<file path="src/rtl/mod_n_updown_counter_if.sv">
// Control/data bundle for mod_n_updown_counter: raw button, step controls, load path and count outputs.
// master drives the controls, slave is the counter.
interface mod_n_updown_counter_if #(
  parameter int unsigned WIDTH = 4
);
  logic             x;
  logic             en;
  logic             up;
  logic             load;
  logic [WIDTH-1:0] load_val;
  logic [WIDTH-1:0] q;
  logic             z;

  modport master (
    output x, en, up, load, load_val,
    input  q, z
  );

  modport slave (
    input  x, en, up, load, load_val,
    output q, z
  );
endinterface

</file>
<file path="src/rtl/mod_n_updown_counter.sv">
// Modulo-N up/down counter stepped by the release edge of a synchronised button level.
// Optional MOD_N_DEBOUNCE_EN inserts a stable-cycle filter between the synchroniser and the edge detector.
module mod_n_updown_counter #(
  parameter int unsigned WIDTH           = 4,
  parameter int unsigned MODULUS         = 10,
  parameter int unsigned SYNC_STAGES     = 2,
  parameter int unsigned DEBOUNCE_CYCLES = 16
) (
  input  logic                   cp,
  input  logic                   rst,
  mod_n_updown_counter_if.slave  bus
);

  localparam logic [WIDTH-1:0] MAX_Q   = WIDTH'(MODULUS - 1);
  localparam logic [WIDTH:0]   MOD_EXT = (WIDTH + 1)'(MODULUS);

  // Reject illegal configurations at elaboration time.
  if ((MODULUS < 2) || (MODULUS > (64'd1 << WIDTH))) begin : g_bad_modulus
    $error("mod_n_updown_counter: MODULUS must lie in 2..2**WIDTH");
  end
  if (SYNC_STAGES < 2) begin : g_bad_sync
    $error("mod_n_updown_counter: SYNC_STAGES must be at least 2");
  end
  if (DEBOUNCE_CYCLES < 1) begin : g_bad_debounce
    $error("mod_n_updown_counter: DEBOUNCE_CYCLES must be at least 1");
  end

  logic [SYNC_STAGES-1:0] sync_q, sync_d;
  logic                   xs;
  logic                   xf;
  logic                   xp_q;
  logic                   step;
  logic [WIDTH-1:0]       q_q, q_d;
  logic                   z_q, z_d;
  logic                   load_ok;

  assign sync_d = {sync_q[SYNC_STAGES-2:0], bus.x};
  assign xs     = sync_q[SYNC_STAGES-1];

  always_ff @(posedge cp) begin
    if (rst) begin
      sync_q <= '0;
    end else begin
      sync_q <= sync_d;
    end
  end

`ifdef MOD_N_DEBOUNCE_EN
  localparam int unsigned DB_W = (DEBOUNCE_CYCLES > 1) ? $clog2(DEBOUNCE_CYCLES) : 1;
  localparam logic [DB_W-1:0] DB_LAST = DB_W'(DEBOUNCE_CYCLES - 1);

  logic [DB_W-1:0] db_cnt_q, db_cnt_d;
  logic            xf_q, xf_d;

  // xf follows xs only after DEBOUNCE_CYCLES consecutive differing samples.
  always_comb begin
    db_cnt_d = '0;
    xf_d     = xf_q;
    if (xs != xf_q) begin
      if (db_cnt_q == DB_LAST) begin
        xf_d = xs;
      end else begin
        db_cnt_d = db_cnt_q + DB_W'(1);
      end
    end
  end

  always_ff @(posedge cp) begin
    if (rst) begin
      db_cnt_q <= '0;
      xf_q     <= 1'b0;
    end else begin
      db_cnt_q <= db_cnt_d;
      xf_q     <= xf_d;
    end
  end

  assign xf = xf_q;
`else
  assign xf = xs;
`endif

  // Release of the button (1 -> 0) is the count event.
  always_ff @(posedge cp) begin
    if (rst) begin
      xp_q <= 1'b0;
    end else begin
      xp_q <= xf;
    end
  end

  assign step    = xp_q & ~xf;
  assign load_ok = {1'b0, bus.load_val} < MOD_EXT;

  // Priority: load over step; the limit is compared before stepping so q stays below MODULUS.
  always_comb begin
    q_d = q_q;
    z_d = 1'b0;
    if (bus.load) begin
      q_d = load_ok ? bus.load_val : MAX_Q;
    end else if (step && bus.en) begin
      if (bus.up) begin
        if (q_q == MAX_Q) begin
          q_d = '0;
          z_d = 1'b1;
        end else begin
          q_d = q_q + WIDTH'(1);
        end
      end else begin
        if (q_q == '0) begin
          q_d = MAX_Q;
          z_d = 1'b1;
        end else begin
          q_d = q_q - WIDTH'(1);
        end
      end
    end
  end

  always_ff @(posedge cp) begin
    if (rst) begin
      q_q <= '0;
      z_q <= 1'b0;
    end else begin
      q_q <= q_d;
      z_q <= z_d;
    end
  end

  assign bus.q = q_q;
  assign bus.z = z_q;

endmodule
</file>
<file path="src/flat_wrapper.sv">
// flat-port wrapper written by rule: the top's interface ports become plain ports
module mod_n_updown_counter_flat 
#(
  parameter int unsigned WIDTH           = 4,
  parameter int unsigned MODULUS         = 10,
  parameter int unsigned SYNC_STAGES     = 2,
  parameter int unsigned DEBOUNCE_CYCLES = 16
)
  (cp, rst, bus_x, bus_en, bus_up, bus_load, bus_load_val, bus_q, bus_z);
  mod_n_updown_counter_if #(.WIDTH(WIDTH)) bus_i ();
  input  logic cp;
  input  logic rst;
  input wire logic [$bits(bus_i.x)-1:0] bus_x;
  input wire logic [$bits(bus_i.en)-1:0] bus_en;
  input wire logic [$bits(bus_i.up)-1:0] bus_up;
  input wire logic [$bits(bus_i.load)-1:0] bus_load;
  input wire logic [$bits(bus_i.load_val)-1:0] bus_load_val;
  output wire logic [$bits(bus_i.q)-1:0] bus_q;
  output wire logic [$bits(bus_i.z)-1:0] bus_z;
  assign bus_i.x = bus_x;
  assign bus_i.en = bus_en;
  assign bus_i.up = bus_up;
  assign bus_i.load = bus_load;
  assign bus_i.load_val = bus_load_val;
  assign bus_q = bus_i.q;
  assign bus_z = bus_i.z;
  mod_n_updown_counter #(.WIDTH(WIDTH), .MODULUS(MODULUS), .SYNC_STAGES(SYNC_STAGES), .DEBOUNCE_CYCLES(DEBOUNCE_CYCLES)) u_core (.cp(cp), .rst(rst), .bus(bus_i));
endmodule
</file>
<file path="config.mk">
export PLATFORM = sky130hd
export DESIGN_NAME = mod_n_updown_counter_flat
export DESIGN_NICKNAME = d
export VERILOG_FILES = /design/src/rtl/mod_n_updown_counter_if.sv /design/src/rtl/mod_n_updown_counter.sv /design/src/flat_wrapper.sv
export SDC_FILE = /design/constraint.sdc
export NUM_CORES = 1
export LEC_CHECK = 0
export CAP_MARGIN = 25
export CORE_AREA = 2 2 39 41
export CTS_BUF_LIST = sky130_fd_sc_hd__clkbuf_4 sky130_fd_sc_hd__clkbuf_8 sky130_fd_sc_hd__clkbuf_16
export DETAILED_ROUTE_END_ITERATION = 6
export DIE_AREA = 0 0 41 43
export SYNTH_ARGS = -nofsm -noshare
export SYNTH_HDL_FRONTEND = slang
export SYNTH_SLANG_ARGS = --single-unit
export TNS_END_PERCENT = 10
</file>
<file path="constraint.sdc">
create_clock -name cp -period 2.75 [get_ports cp]
set_input_delay 0.825 -clock cp [delete_from_list [all_inputs] [get_ports cp]]
set_output_delay 0.825 -clock cp [all_outputs]
set_load 0.01 [all_outputs]
</file>
==> key figures <==
STA
  • Endpoints failing setup: 0
  • F_max: 444.9 MHz
  • Fin. Hold Viols: 0
  • Final TNS setup: 0 ns
  • Fin crit share: 81.74%
  • Max Slew Vio Count: 0
  • Skew final: 0.01214 ns
  • Least-Margin Pin Slew: 0.3876 ns
  • RSZ-0062 raised after global routing: false
  • Clock period minus worst slack: 2.248 ns
  • Rel. slew slack: 74.13%

Floorplan
  • Die Y-Extent: 43 um
  • Core Area: 0.001384 mm2
  • Initial core utilization: 31.92%
  • Site row count: 14
  • Die area: 0.001763 mm2
  • Die W: 41 um
  • # IOs: 15

Worst setup path
  • Crit path required time: 1.93 ns
  • Crit Path Category: reg2out
  • Max FO, Critical Path: 11
  • Crit-path cells: clkdlybuf4s50_1
  • CP peak stage delay: 0.61 ns
  • Worst setup SP type: flop
  • Bufs and invs on worst path: 1
  • Slowest cell on crit path: clkdlybuf4s50_1
  • Crit. End Element: primary output
  • CP arrival: 1.42 ns
  • Crit-path leading delay family: buffers and inverters

Clock network
  • CTS tree: done
  • CTS Buffer Depth: 2
  • Clock Sinks: 8
  • CTS clk-pin slew, worst paths: 0.06 ns
  • CTS Root Buffer Type: clkbuf_4
  • # Post-CTS Setup Buffers: 0
  • CTS Buf Count: 3
  • Worst-Skew Late Latency: 0.26 ns
  • Post-CTS Hold Buffers: 0
  • # resized after CTS: 0
  • H-tree lvl count: 1

Power
  • Power density cells: 444.3 mW/mm2
  • VDD IR max: 0.0001876 V
  • Leakage Power: 0.0002177 uW

Cells and area
  • Layout net count: 77
  • FF/Latch Area: 160.2 um2
  • Design area: 616.8 um2
  • Share of layout cells above drive strength 1: 9.231%
  • ANT cells: 0
  • Area Overhead vs Synth: 39.66%
  • Most frequent cells in the layout: clkdlybuf4s50_1, dfxtp_1
  • Fill cells: 153
  • Multi-input combinational cell area: 255.2 um2
  • Commonest non-fill, non-tap cell in the layout: clkdlybuf4s50_1

Drt
  • Residual DRC: 0
  • Avg WL per Cell: 12.00 um
  • WL final: 972 um
  • DR vias: 430
  • Drt first pass iters: 4
  • Starting DRT DRC Count: 8
  • Vias per inst: 5.309
  • ANT nets after route: 0

Global route
  • Number of global-route vias before repair: 380
  • Global route total overflow: 0
  • GRT Resource Usage Total: 14.19%
  • Initial antenna violation count: 0
  • First-pass GRT wire length: 1649 um
  • Largest net degree at the start of global routing: 12

Yosys
  • Mapped cell area: 441.7 um2
  • Flop and latch count out of synthesis: 8
  • Post-synth top area share: 36.26%
  • Top cells by area, synth: dfxtp_1, a2111o_1, nor2b_1
  • Mapped Avg Cell Area: 9.014 um2
  • Cell count after synthesis: 49
  • Register area share after synthesis: 36.26%
  • Unique cell type count in the Yosys netlist: 27
  • Synth warn: 0
  • Dominant cell type by area after synthesis: dfxtp_1
  • Syn Nets: 59

Placed design
  • Placed cell area: 594.3 um2
  • GP Congestion: 0.7215
  • DP HPWL: 722.3 um
  • Buffers on Ports: 14

Worst hold path
  • Worst hold path class: reg2reg

Outcome
  • Status: finished clean

Job
  • Max Cap Viol: 0
area by class of cell:
type | count | area share, %
sequential | 8 | 25.96
inverter | 3 | 1.826
multi-input combinational | 36 | 41.38
tap | 16 | 3.245
clock buffer | 3 | 3.651
timing repair buffer | 15 | 23.94
flip-flops by register name, summed over array words and instances, names as in the netlist:
name,count
u_core.bus.q,4
u_core.xp_q,1
u_core.sync_q,2
u_core.bus.z,1
through the flow:
| stage | hold WS (ns) | power, uW | util (%) | std cells | setup slack [ns] |
|---|---|---|---|---|---|
| 2_1_floorplan | 0.4138 | 159.6 | - | 49 | 0.8467 |
| 3_3_place_gp | 0.4174 | 186.6 | 42.95 | 78 | 0.4219 |
| 3_5_place_dp | 0.4247 | 186.7 | 42.95 | 78 | 0.4023 |
| 4_1_cts | 0.4370 | 280.5 | 44.57 | 81 | 0.4810 |
| 5_1_grt | 0.4700 | 293.3 | 44.57 | 81 | 0.4208 |
| 6_report | 0.4300 | 274.1 | 44.57 | 81 | 0.5021 |
logic make-up (layout without fill, tap and decap cells):
group / after synthesis / in the layout / share of synthesized area (%)
AND/OR/NAND/NOR: 19 / 19 / 27.20
AO/OA/AOI/OAI: 14 / 14 / 24.64
flip-flops: 8 / 8 / 36.26
buffers and inverters: 5 / 21 / 5.948
XOR/XNOR: 3 / 3 / 5.950
cell usage after synthesis, drive strengths merged:
cell and number:
a221oi 1, a21oi 1, or4 2, or3 2
a311oi 1, clkbuf 1, nand2b 2, inv 3
o311ai 1, a31oi 2, xor2 2, nor4 1
a22oi 1, xnor2 1, nor2b 3, and2b 1
a2111o 2, nand3 3, buf 1, nor2 2
and3b 1, nand4 1, nand3b 1, dfxtp 8
o21ai 2, a211oi 2, a221o 1
worst paths after layout:
path	slack, ns	to	from	cells past startpoint
worst max-delay path	0.50	bus_q[0]	u_core.bus.q[0]$_SDFFE_PP0P_	1
worst min-delay path	0.43	u_core.sync_q[1]$_SDFF_PP0_	u_core.sync_q[0]$_SDFF_PP0_	1
worst max register to register	1.26	u_core.bus.q[3]$_SDFFE_PP0P_	u_core.bus.q[0]$_SDFFE_PP0P_	3
worst min register to register	0.43	u_core.sync_q[1]$_SDFF_PP0_	u_core.sync_q[0]$_SDFF_PP0_	1
report_power, final:
part | internal (uW) | leakage [uW] | switching, uW
registers | 122 | 0.0000659 | 10.3
logic | 31.6 | 0.000138 | 20.1
clock network | 50.0 | 0.0000138 | 40.0
total | 204 | 0.000218 | 70.4
metal layers:
metal  vias up  part of all wire [%]  GRT usage (%)
met5         -                     0              0
li1        224                     -              -
met3         2                   5.9          3.141
met1       191                    48          20.06
met4         0                  0.72          10.00
met2        13                    45          18.13
Power figures use the tool's default switching activity.
